==> config.mk <==
export PLATFORM = sky130hd
export DESIGN_NAME = vram_arbiter
export DESIGN_NICKNAME = d
export VERILOG_FILES = /design/src/rtl/vram_arbiter.sv
export SDC_FILE = /design/constraint.sdc
export NUM_CORES = 1
export LEC_CHECK = 0
export BUFFER_PORTS_ARGS = -buffer_cell sky130_fd_sc_hd__buf_2
export CORE_AREA = 5 5 86 88
export DETAILED_ROUTE_END_ITERATION = 6
export DIE_AREA = 0 0 91 93
export HOLD_SLACK_MARGIN = 0.02
export PLACE_DENSITY = 0.74
export SETUP_SLACK_MARGIN = 0.4
export SLEW_MARGIN = 5
export SYNTH_ARGS = -nofsm -noshare
export SYNTH_HDL_FRONTEND = slang
export SYNTH_SLANG_ARGS = --single-unit
export TNS_END_PERCENT = 30
==> constraint.sdc <==
create_clock -name clk -period 2.2 [get_ports clk]
set_input_delay 0.44 -clock clk [delete_from_list [all_inputs] [get_ports clk]]
set_output_delay 0.44 -clock clk [all_outputs]
set_load 0.02 [all_outputs]
==> src/rtl/vram_arbiter.sv <==
// vram_arbiter -- shares one single-port synchronous video RAM between a
// display fetcher and a CPU port.
//
// The display normally has priority. A CPU request that is denied for
// MAX_WAIT consecutive cycles is forced through, so the CPU cannot starve.
// RAM read data comes back one cycle after ram_en. The matching response
// strobe (disp_valid or cpu_ack) is registered so that it lines up with
// that data.
//
// Ports
//   clk, rstn                        clock, async active-low reset
//   disp_req/disp_addr -> disp_gnt   display word-read request and accept
//   disp_valid/disp_data             display read response (pulse)
//   cpu_req/we/addr/wdata/wstrb      CPU access, held until cpu_ack
//   cpu_ack/cpu_rdata                CPU completion (pulse), read data
//   ram_en/we/addr/wdata, ram_rdata  RAM command and read data
module vram_arbiter #(
  parameter int AW       = 17,
  parameter int DW       = 32,
  parameter int MAX_WAIT = 8
) (
  input  logic            clk,
  input  logic            rstn,
  input  logic            disp_req,
  input  logic [AW-1:0]   disp_addr,
  output logic            disp_gnt,
  output logic            disp_valid,
  output logic [DW-1:0]   disp_data,
  input  logic            cpu_req,
  input  logic            cpu_we,
  input  logic [AW-1:0]   cpu_addr,
  input  logic [DW-1:0]   cpu_wdata,
  input  logic [DW/8-1:0] cpu_wstrb,
  output logic            cpu_ack,
  output logic [DW-1:0]   cpu_rdata,
  output logic            ram_en,
  output logic [DW/8-1:0] ram_we,
  output logic [AW-1:0]   ram_addr,
  output logic [DW-1:0]   ram_wdata,
  input  logic [DW-1:0]   ram_rdata
);

  localparam int          SW   = DW / 8;
  localparam logic [7:0]  MAXW = MAX_WAIT[7:0];

  typedef enum logic {IDLE, CPU_RESP} state_t;

  state_t          state, state_nxt;
  logic [7:0]      wait_cnt, wait_nxt;
  logic            cpu_elig, force_cpu, cpu_gnt, disp_gnt_i;
  logic            ram_en_i;
  logic [SW-1:0]   ram_we_i;

  // The grant decision feeds the response flops. rstn only gates the copies
  // that leave the block, so reset never enters the flop data paths.
  always_comb begin
    cpu_elig   = (state == IDLE) && cpu_req;
    force_cpu  = cpu_elig && (wait_cnt == MAXW);
    cpu_gnt    = cpu_elig && (force_cpu || !disp_req);
    disp_gnt_i = disp_req && !force_cpu;

    ram_en_i  = 1'b0;
    ram_we_i  = '0;
    ram_addr  = '0;
    ram_wdata = '0;
    if (cpu_gnt) begin
      ram_en_i  = 1'b1;
      ram_we_i  = cpu_we ? cpu_wstrb : '0;
      ram_addr  = cpu_addr;
      ram_wdata = cpu_wdata;
    end else if (disp_gnt_i) begin
      ram_en_i  = 1'b1;
      ram_addr  = disp_addr;
    end

    // CPU_RESP lasts exactly one cycle. The CPU is never eligible in that
    // cycle, so a request still held high cannot be issued a second time.
    state_nxt = cpu_gnt ? CPU_RESP : IDLE;

    wait_nxt = wait_cnt;
    if (!cpu_req || cpu_gnt)
      wait_nxt = '0;
    else if (cpu_elig && wait_cnt != MAXW)
      wait_nxt = wait_cnt + 8'd1;
  end

  assign disp_gnt = rstn & disp_gnt_i;
  assign ram_en   = rstn & ram_en_i;
  assign ram_we   = rstn ? ram_we_i : '0;

  // Read data passes straight from the RAM. It is zeroed when no response
  // is presented.
  assign disp_data = disp_valid ? ram_rdata : '0;
  assign cpu_rdata = cpu_ack    ? ram_rdata : '0;

  always_ff @(posedge clk or negedge rstn) begin
    if (!rstn) begin
      state      <= IDLE;
      wait_cnt   <= '0;
      disp_valid <= 1'b0;
      cpu_ack    <= 1'b0;
    end else begin
      state      <= state_nxt;
      wait_cnt   <= wait_nxt;
      disp_valid <= disp_gnt_i && !cpu_gnt;
      cpu_ack    <= cpu_gnt;
    end
  end

endmodule
Word level (Yosys, flattened, before mapping)
Index checks and enable logic that the tools add are counted.
{"block": "totals", "register_bits": 11, "output_inout_bits": 121, "in_bits": 107, "elab_cells": 36}
{"block": "classes", "bitwise_logic": 3, "reduce_logical": 13, "n_mux": 13, "addsub": 1, "eq_ne": 2}
{"cell": "$mux W32", "n": 3}
{"cell": "$mux W17", "n": 2}
{"cell": "$mux W8", "n": 2}
{"cell": "$mux W4", "n": 3}
{"cell": "$add A8 B1 Y8 const B", "n": 1}
{"cell": "$eq A8 B4 Y1 const B", "n": 1}
{"cell": "$ne A8 B4 Y1 const B", "n": 1}
{"cell": "$logic_and A1 B1 Y1", "n": 6}
{"cell": "$logic_not A1 Y1", "n": 4}
{"cell": "$mux W1", "n": 3}
{"cell": "$and A1 B1 Y1", "n": 2}
{"cell": "$logic_or A1 B1 Y1", "n": 2}
{"cell": "$reduce_bool A2 Y1", "n": 1}
{"cell": "$not A1 Y1", "n": 1}

Depth between registers and ports, before layout
Gate-level depths: netlist of run 1.
{"block": "logic_depth", "ltp_word": 8, "ltp_mapped": 8, "ltp_nobuf": 6}

Least setup slack after synthesis of run 1
Ideal clock, no wire load.
{"block": "synth_path", "kind": "register -> output", "startpoint": "register cpu_ack (netlist name)", "endpoint": "output ram_addr[0]", "setup_slack_ns": 0.091, "arrival_ns": 1.669, "n_path_buf": 3, "path_stages_with_launch": 7, "path_cell_list": "dfrtp_1 -> clkbuf_2 -> nor2b_1 -> buf_4 -> buf_2 -> nand2_1 -> o21ai_0"}
{"element": "end, declared", "line": "38", "source": "output logic [AW-1:0] ram_addr,"}

Final worst setup path of run 1
{"block": "layout_path", "startpoint": "register wait_cnt[6]", "endpoint": "output ram_addr[0]"}
{"block": "layout_between", "elab_chain_len": 6, "word_cells_on_any_way": 8, "cone_classes": "eq/ne (1); mux (2); reduce/logical (5)"}
{"element": "start, declared", "line": "49", "source": "logic [7:0] wait_cnt, wait_nxt;"}
{"element": "start signal, assigned", "line": "104", "source": "wait_cnt <= wait_nxt;"}
{"element": "$eq A8 B4 Y1 *", "line": "58", "source": "force_cpu = cpu_elig && (wait_cnt == MAXW);"}
{"element": "$logic_and A1 B1 Y1 *", "line": "58"}
{"element": "$logic_not A1 Y1", "line": "60", "source": "disp_gnt_i = disp_req && !force_cpu;"}
{"element": "$logic_and A1 B1 Y1", "line": "60"}
{"element": "$mux W17", "line": "71", "source": "end else if (disp_gnt_i) begin"}
{"element": "$mux W17 *", "line": "66", "source": "if (cpu_gnt) begin"}
Mark *: on every way between the ends. The rest lies on a longest branch, timed or not.

==> results of run 1 <==
final cells by class:
class | instances | share of cell area, %
timing repair buffer | 258 | 50.5
sequential | 10 | 6.76
tap | 80 | 2.65
clock buffer | 4 | 1.19
inverter | 3 | 0.298
multi-input combinational | 194 | 38.6
flip-flops by register name, summed over array words and instances (netlist names):
register    count
disp_valid      1
cpu_ack         1
wait_cnt        8
repair_timing:
| action | 4_1_cts | 5_1_grt |
|---|---|---|
| resized for setup | 153 | 29 |
| pin swaps | 26 | 24 |
| endpoints found under the setup margin | 87 | 76 |
| setup buffers | 9 | 3 |
| gates cloned | 4 | 6 |
through the flow:
stage / power [uW] / cell area (sq um) / worst slack [ns] / hold WS, ns / std cells
2_1_floorplan: 504 / 1670 / 0.268 / 0.144 / 223
6_report: 1140 / 3780 / -0.196 / 0.0334 / 549
3_3_place_gp: 718 / 2880 / 0.113 / 0.293 / 523
3_5_place_dp: 728 / 2880 / 0.0171 / 0.294 / 523
4_1_cts: 1060 / 3490 / -0.130 / 0.0403 / 540
5_1_grt: 1200 / 3780 / -0.275 / 0.0401 / 549
worst paths after layout:
check                               to  slack [ns]  cells past startpoint
max in group asynchronous  wait_cnt[5]        1.76                      2
min in group clk           wait_cnt[6]        0.54                      1
hold / removal              disp_valid        0.03                      1
hold reg to reg            wait_cnt[6]        0.54                      1
setup / recovery           ram_addr[0]       -0.20                      7
setup reg to reg           wait_cnt[6]        0.43                      7
metal layers:
metal  GRT usage [%]  routed length [um]
met5               0                  54
met4            6.36                 410
met3            6.68                1080
met2            35.8                5220
met1            21.1                3450
Yosys cell counts:
master    number  area [sq um]
and4_1         4          35.0
o21ai_0       21           105
nand3_1        2          10.0
buf_6          3          33.8
buf_2          2          10.0
clkbuf_2       2          10.0
buf_4          3          22.5
a31oi_1        2          12.5
nand4_1        2          12.5
nand3b_1       1          7.51
xnor2_1        2          17.5
and3b_1        1          8.76
dfrtp_1       10           250
nor2b_1        2          12.5
nor3_1         1          5.00
nor2_1         7          26.3
mux2_2         1          11.3
nor4_4         1          21.3
o21a_1         1          7.51
clkbuf_1       6          22.5
nand2_1       39           146
ha_1           2          25.0
and2_1        98           613
a21oi_1        4          20.0
inv_1          3          11.3
xor2_1         2          17.5
a31oi_2        1          12.5
kinds of logic (layout without fill, tap and decap cells):
kind of cell / after synthesis / after routing / share of synthesized area (%)
xor gates and xnor gates: 4 / 4 / 2.36
adders and majority gates: 2 / 2 / 1.68
and+or+nand+nor: 158 / 158 / 60.4
muxes: 1 / 1 / 0.757
DFF: 10 / 10 / 16.8
buffers and inverters: 19 / 265 / 7.40
AOI/OAI and AO/OA: 29 / 29 / 10.6
power by group through the flow:
stage                     Clock, uW  Sequential (uW)  Combinational, uW
after floorplan                   0              197                307
after global routing            226              200                772
final                           213              199                733
after global placement            0              200                517
after detailed placement          0              202                526
after CTS                       211              198                655
==> summary.txt, run 1 <==
Outcome
  – Outcome: finished, violations left
  – Failing checks: negative setup slack

Floorplanning
  – Core area: around 0.0066 sq mm
  – Die Y: roughly 93 um
  – Die W: 91 um
  – Io pins: 228
  – Die ar.: 0.00846 sq mm
  – Initial core utilization: between 20% and 30%
  – Row count: 30

Setup path
  – CP Max Fanout: 7
  – Crit-path max cell delay: between 0.4 and 0.5 ns
  – Crit end category: output pin
  – Crit path from: wait_cnt[6]
  – Crit path required time: ~1.8 ns
  – Delay-heaviest family, CP: buffers and inverters
  – Critical Path Start Type: flip-flop
  – Worst path cell trace: nor4_4 -> buf_4 -> a31oi_4 -> buf_12 -> clkbuf_16 -> o21ai_4 -> buf_6
  – Crit Reg-Reg Startpoint: wait_cnt[0]
  – CP Data Arrival Time: about 2.0 ns
  – Setup CP Type: reg2out
  – CP bufs+invs: 4
  – Critical path's slowest cell: dfrtp_2

Layout
  – Most frequent cells in the layout: buf_2 (173), and2_1 (65), buf_6 (63)
  – Diode count: 0
  – Share of layout cells above drive strength 1: just over 70%
  – Layout area overhead: 154%
  – Commonest non-fill, non-tap cell in the layout: buf_2
  – NumNets Final: between 500 and 600
  – Fill cell count: around 530
  – Register area: 255 sq um
  – Final core utilization: a little under three fifths
  – Area of the multi-input gates: about 0.0015 sq mm

Routing
  – ANT nets after route: 0
  – Vias per cell: 4.80
  – DRT Wirelength: 10,200 um
  – Initial DRC Count: 73
  – Post-DR wirelength/cell: about 19 um
  – Drt drc: 0
  – First-pass DRT Iterations: 4
  – Routed via count: ~2,600

Timing
  – Period minus WS final: around 2.4 ns
  – Slew HR: between 60% and 70%
  – Setup TNS Final: -7.78 ns
  – Final setup fails: between 50 and 60
  – Count of final hold-check violations: 0
  – Max Slew Vio Count: 0
  – Fin crit share: 109%
  – RSZ-0062 raised after global routing: yes
  – Skew final: between 0.01 and 0.015 ns
  – Final worst slack: -0.196 ns
  – Max Clk Rate: approximately 420 MHz
  – Worst slew pin tran: ~0.49 ns

Place
  – Gpl congestion: about 0.93
  – PortBufs: approximately 230
  – Detailed Place HPWL: approximately 6700 um

Logic synthesis
  – Ys Warns: 0
  – Sequential area share after synthesis: about 17%
  – Gate Count Post-Synth: between 200 and 250
  – Mean Syn Cell Area: 6.67 sq um
  – Mapped Area: 0.00149 sq mm
  – Yosys cell types: 27
  – Post-Syn Nets: approximately 330
  – Synth Register Bits: 10

Power
  – Reg power frac: between 10% and 20%
  – Max rail drop VDD: 253 uV
  – Power Dens Cells: ~300 mW/mm^2
  – Sw Share: slightly above 40%
  – Clock share of power: 18.6%
  – Leakage: 0.00205 uW
  – Internal power: just under 700 uW
  – Gate power share: ~64%
  – Net Switching: ~470 uW

Global route
  – Pin count of the biggest net entering global routing: 38
  – Wire length of the first global-routing pass: ~13,000 um
  – Grt total ovfl: 0
  – Initial antenna violation count: 3
  – Vias in the first global route: between 2,000 and 2,500
  – Gr usage total: between 10% and 20%

CTS
  – Hold_buf cts: 0
  – Root Driver: clkbuf_8
  – Clock sinks: 10
  – H-tree Lvls: 1
  – Clock Tree Buf Depth: 2
  – CTS Buf Count: 3
  – Reg clk slew, reported paths: 0.06 ns
  – CTS tree: done
  – Clock Latency Late Sink: around 0.25 ns

Flow run
  – Max-cap violations: 0

Hold path
  – Hold crit path type: in2async
(Power assumes the default switching activity.)
==> run 2, diff against run 1 <==
--- a/config.mk
+++ b/config.mk
@@ -12,6 +12,7 @@
 export HOLD_SLACK_MARGIN = 0.02
 export PLACE_DENSITY = 0.74
 export SETUP_SLACK_MARGIN = 0.4
+export SKIP_LAST_GASP = 1
 export SLEW_MARGIN = 5
 export SYNTH_ARGS = -nofsm -noshare
 export SYNTH_HDL_FRONTEND = slang
==> run 2 against run 1 <==
Against the previous run: the flow still finishes with violations (negative setup slack); largest power group unchanged; sequential cell count unchanged; clock-buffer cell count unchanged; maximum frequency up 0.32%; critical path type unchanged; cell count down 1.1%; sequential power about the same.
==> summary.txt, run 2 (synthesized netlist as in run 1, its figures left out) <==
Outcome
  – Outcome: finished, violations left
  – Failing checks: negative setup slack

Routing
  – Routed via count: ~2,500
  – Drt drc: 0
  – First-pass DRT Iterations: 4
  – Vias per cell: approximately 4.6
  – Post-DR wirelength/cell: between 15 and 20 um
  – DRT Wirelength: ~9000 um
  – ANT nets after route: 0
  – Initial DRC Count: 61

Layout
  – Share of layout cells above drive strength 1: 69.8%
  – Largest registers: wait_cnt (8), cpu_ack (1), disp_valid (1)
  – Top reg by flops: wait_cnt
  – Commonest non-fill, non-tap cell in the layout: buf_2
  – Layout area overhead: 132%
  – Number of flip-flops in the largest register: 8
  – Diode count: 0
  – Final core utilization: 52.5%
  – NumNets Final: 573
  – Most frequent cells in the layout: buf_2 (186), and2_1 (66), buf_6 (43)
  – Post-Layout Inst Area: between 0.003 and 0.004 sq mm
  – Fill cell count: 580

Setup path
  – Most frequent CP cell: buf_6
  – Crit Reg-Reg Startpoint: wait_cnt[1]
  – CP bufs+invs: 3
  – Critical Path Start Type: flip-flop
  – Critical path's slowest cell: dfrtp_2
  – CP Max Fanout: 7
  – Crit path from: wait_cnt[6]
  – CP Data Arrival Time: roughly 2.0 ns
  – Delay-heaviest family, CP: simple AND/OR/NAND/NOR gates
  – Crit-path max cell delay: 0.44 ns
  – Setup CP Type: reg2out
  – Crit path required time: 1.76 ns
  – Crit end category: output pin
  – Worst path cell trace: nor4_4 -> a21oi_4 -> nor2b_4 -> buf_6 -> clkbuf_16 -> and2_4 -> buf_6

Place
  – PortBufs: between 200 and 250
  – Placed cell area: between 0.002 and 0.003 sq mm
  – Gpl congestion: ~0.93
  – Post-placement setup slack: 0.0171 ns
  – Detailed Place HPWL: approximately 6700 um

CTS
  – Clock sinks: 10
  – Hold_buf cts: 0
  – Root Driver: clkbuf_8
  – Clock Latency Late Sink: 0.24 ns
  – CTS Buf Count: 3
  – Clock Tree Buf Depth: 2
  – Reg clk slew, reported paths: about 0.05 ns
  – CTS tree: done
  – H-tree Lvls: 1

Timing
  – Slew HR: around half
  – Fin crit share: 109%
  – Worst slew pin tran: 0.738 ns
  – Skew final: approximately 0.0045 ns
  – Max Clk Rate: ~420 MHz
  – Setup TNS Final: -7.48 ns
  – Period minus WS final: between 2 and 2.5 ns
  – Final worst slack: -0.188 ns
  – Count of final hold-check violations: 0
  – Final setup fails: 54
  – Max Slew Vio Count: 0
  – RSZ-0062 raised after global routing: yes

Power
  – Internal power: approximately 620 uW
  – Gate power share: roughly three fifths
  – Sw Share: around 41%
  – Overall power: around 1000 uW
  – Power Dens Cells: about 300 mW/mm^2
  – Net Switching: between 400 and 500 uW
  – Max rail drop VDD: slightly below 300 uV
  – Reg power frac: around a fifth
  – Leakage: 0.00195 uW
  – Clock share of power: roughly 19%

Floorplanning
  – Io pins: roughly 230
  – Row count: 30
  – Die Y: ~93 um
  – Initial core utilization: 22.6%
  – Core area: ~0.0066 sq mm
  – Die W: about 91 um
  – Die ar.: roughly 0.0085 sq mm

Global route
  – Initial antenna violation count: 3
  – Vias in the first global route: between 2,000 and 2,500
  – Grt total ovfl: 0
  – Wire length of the first global-routing pass: 13,100 um
  – Pin count of the biggest net entering global routing: 38
  – Gr usage total: between 10% and 20%

Hold path
  – Hold crit path type: in2async

Flow run
  – Max-cap violations: 0
[run 2: changes by cell type in the layout (fill, tap and decap cells not counted), moves of 2 or more]
cell	before	now
buf_4	12	17
buf_2	173	186
o21ai_2	5	15
and2_2	0	2
o21ai_4	12	2
nand2_2	9	0
and2_4	33	30
clkbuf_16	4	2
nand2_1	27	37
buf_6	63	43
[run 2: final cells by class]
class | count | area (sq um) | share of cell area (%)
Timing Repair Buffer | 252 | 1690 | 49.0
Clock buffer | 4 | 45.0 | 1.31
Multi-Input combinational cell | 194 | 1350 | 39.1
Sequential cell | 10 | 254 | 7.37
Inverter | 3 | 11.3 | 0.327
Tap cell | 80 | 100 | 2.90
[run 2: what timing repair did]
item	CTS	global route
setup buffers	9	1
gates cloned	4	2
pin swaps	18	17
setup endpoints to repair	87	92
gates resized for setup	103	24
hold endpoints to repair	0	0
[run 2: per-layer routing]
| layer | up-vias | track usage [%] | wire (um) |
|---|---|---|---|
| met1 | 1126 | 20.6 | 3130 |
| li1 | 1197 | - | - |
| met4 | 6 | 6.72 | 235 |
| met3 | 20 | 6.36 | 936 |
| met5 | - | 0 | 54 |
| met2 | 131 | 34.8 | 4800 |
[run 2: power by group through the flow]
stage                     registers (uW)  clock network [uW]  logic, uW
after floorplan                      197                   0        307
final                                198                 202        641
after global placement               200                   0        517
after detailed placement             202                   0        526
after global routing                 199                 214        684
after CTS                            198                 211        615
[run 2: final timing paths]
path / to / slack (ns) / cells past startpoint
worst max-delay path: ram_wdata[18] / -0.19 / 7
worst min-delay path: disp_valid / 0.04 / 1
worst max register to register: wait_cnt[6] / 0.44 / 7
worst min register to register: wait_cnt[6] / 0.55 / 1
max in group asynchronous: wait_cnt[5] / 1.78 / 2
min in group clk: wait_cnt[6] / 0.55 / 1
[run 2: through the flow]
step	hold slack [ns]	cells
5_1_grt	0.0517	543
2_1_floorplan	0.144	223
3_3_place_gp	0.293	523
4_1_cts	0.0381	540
3_5_place_dp	0.294	523
6_report	0.0414	543
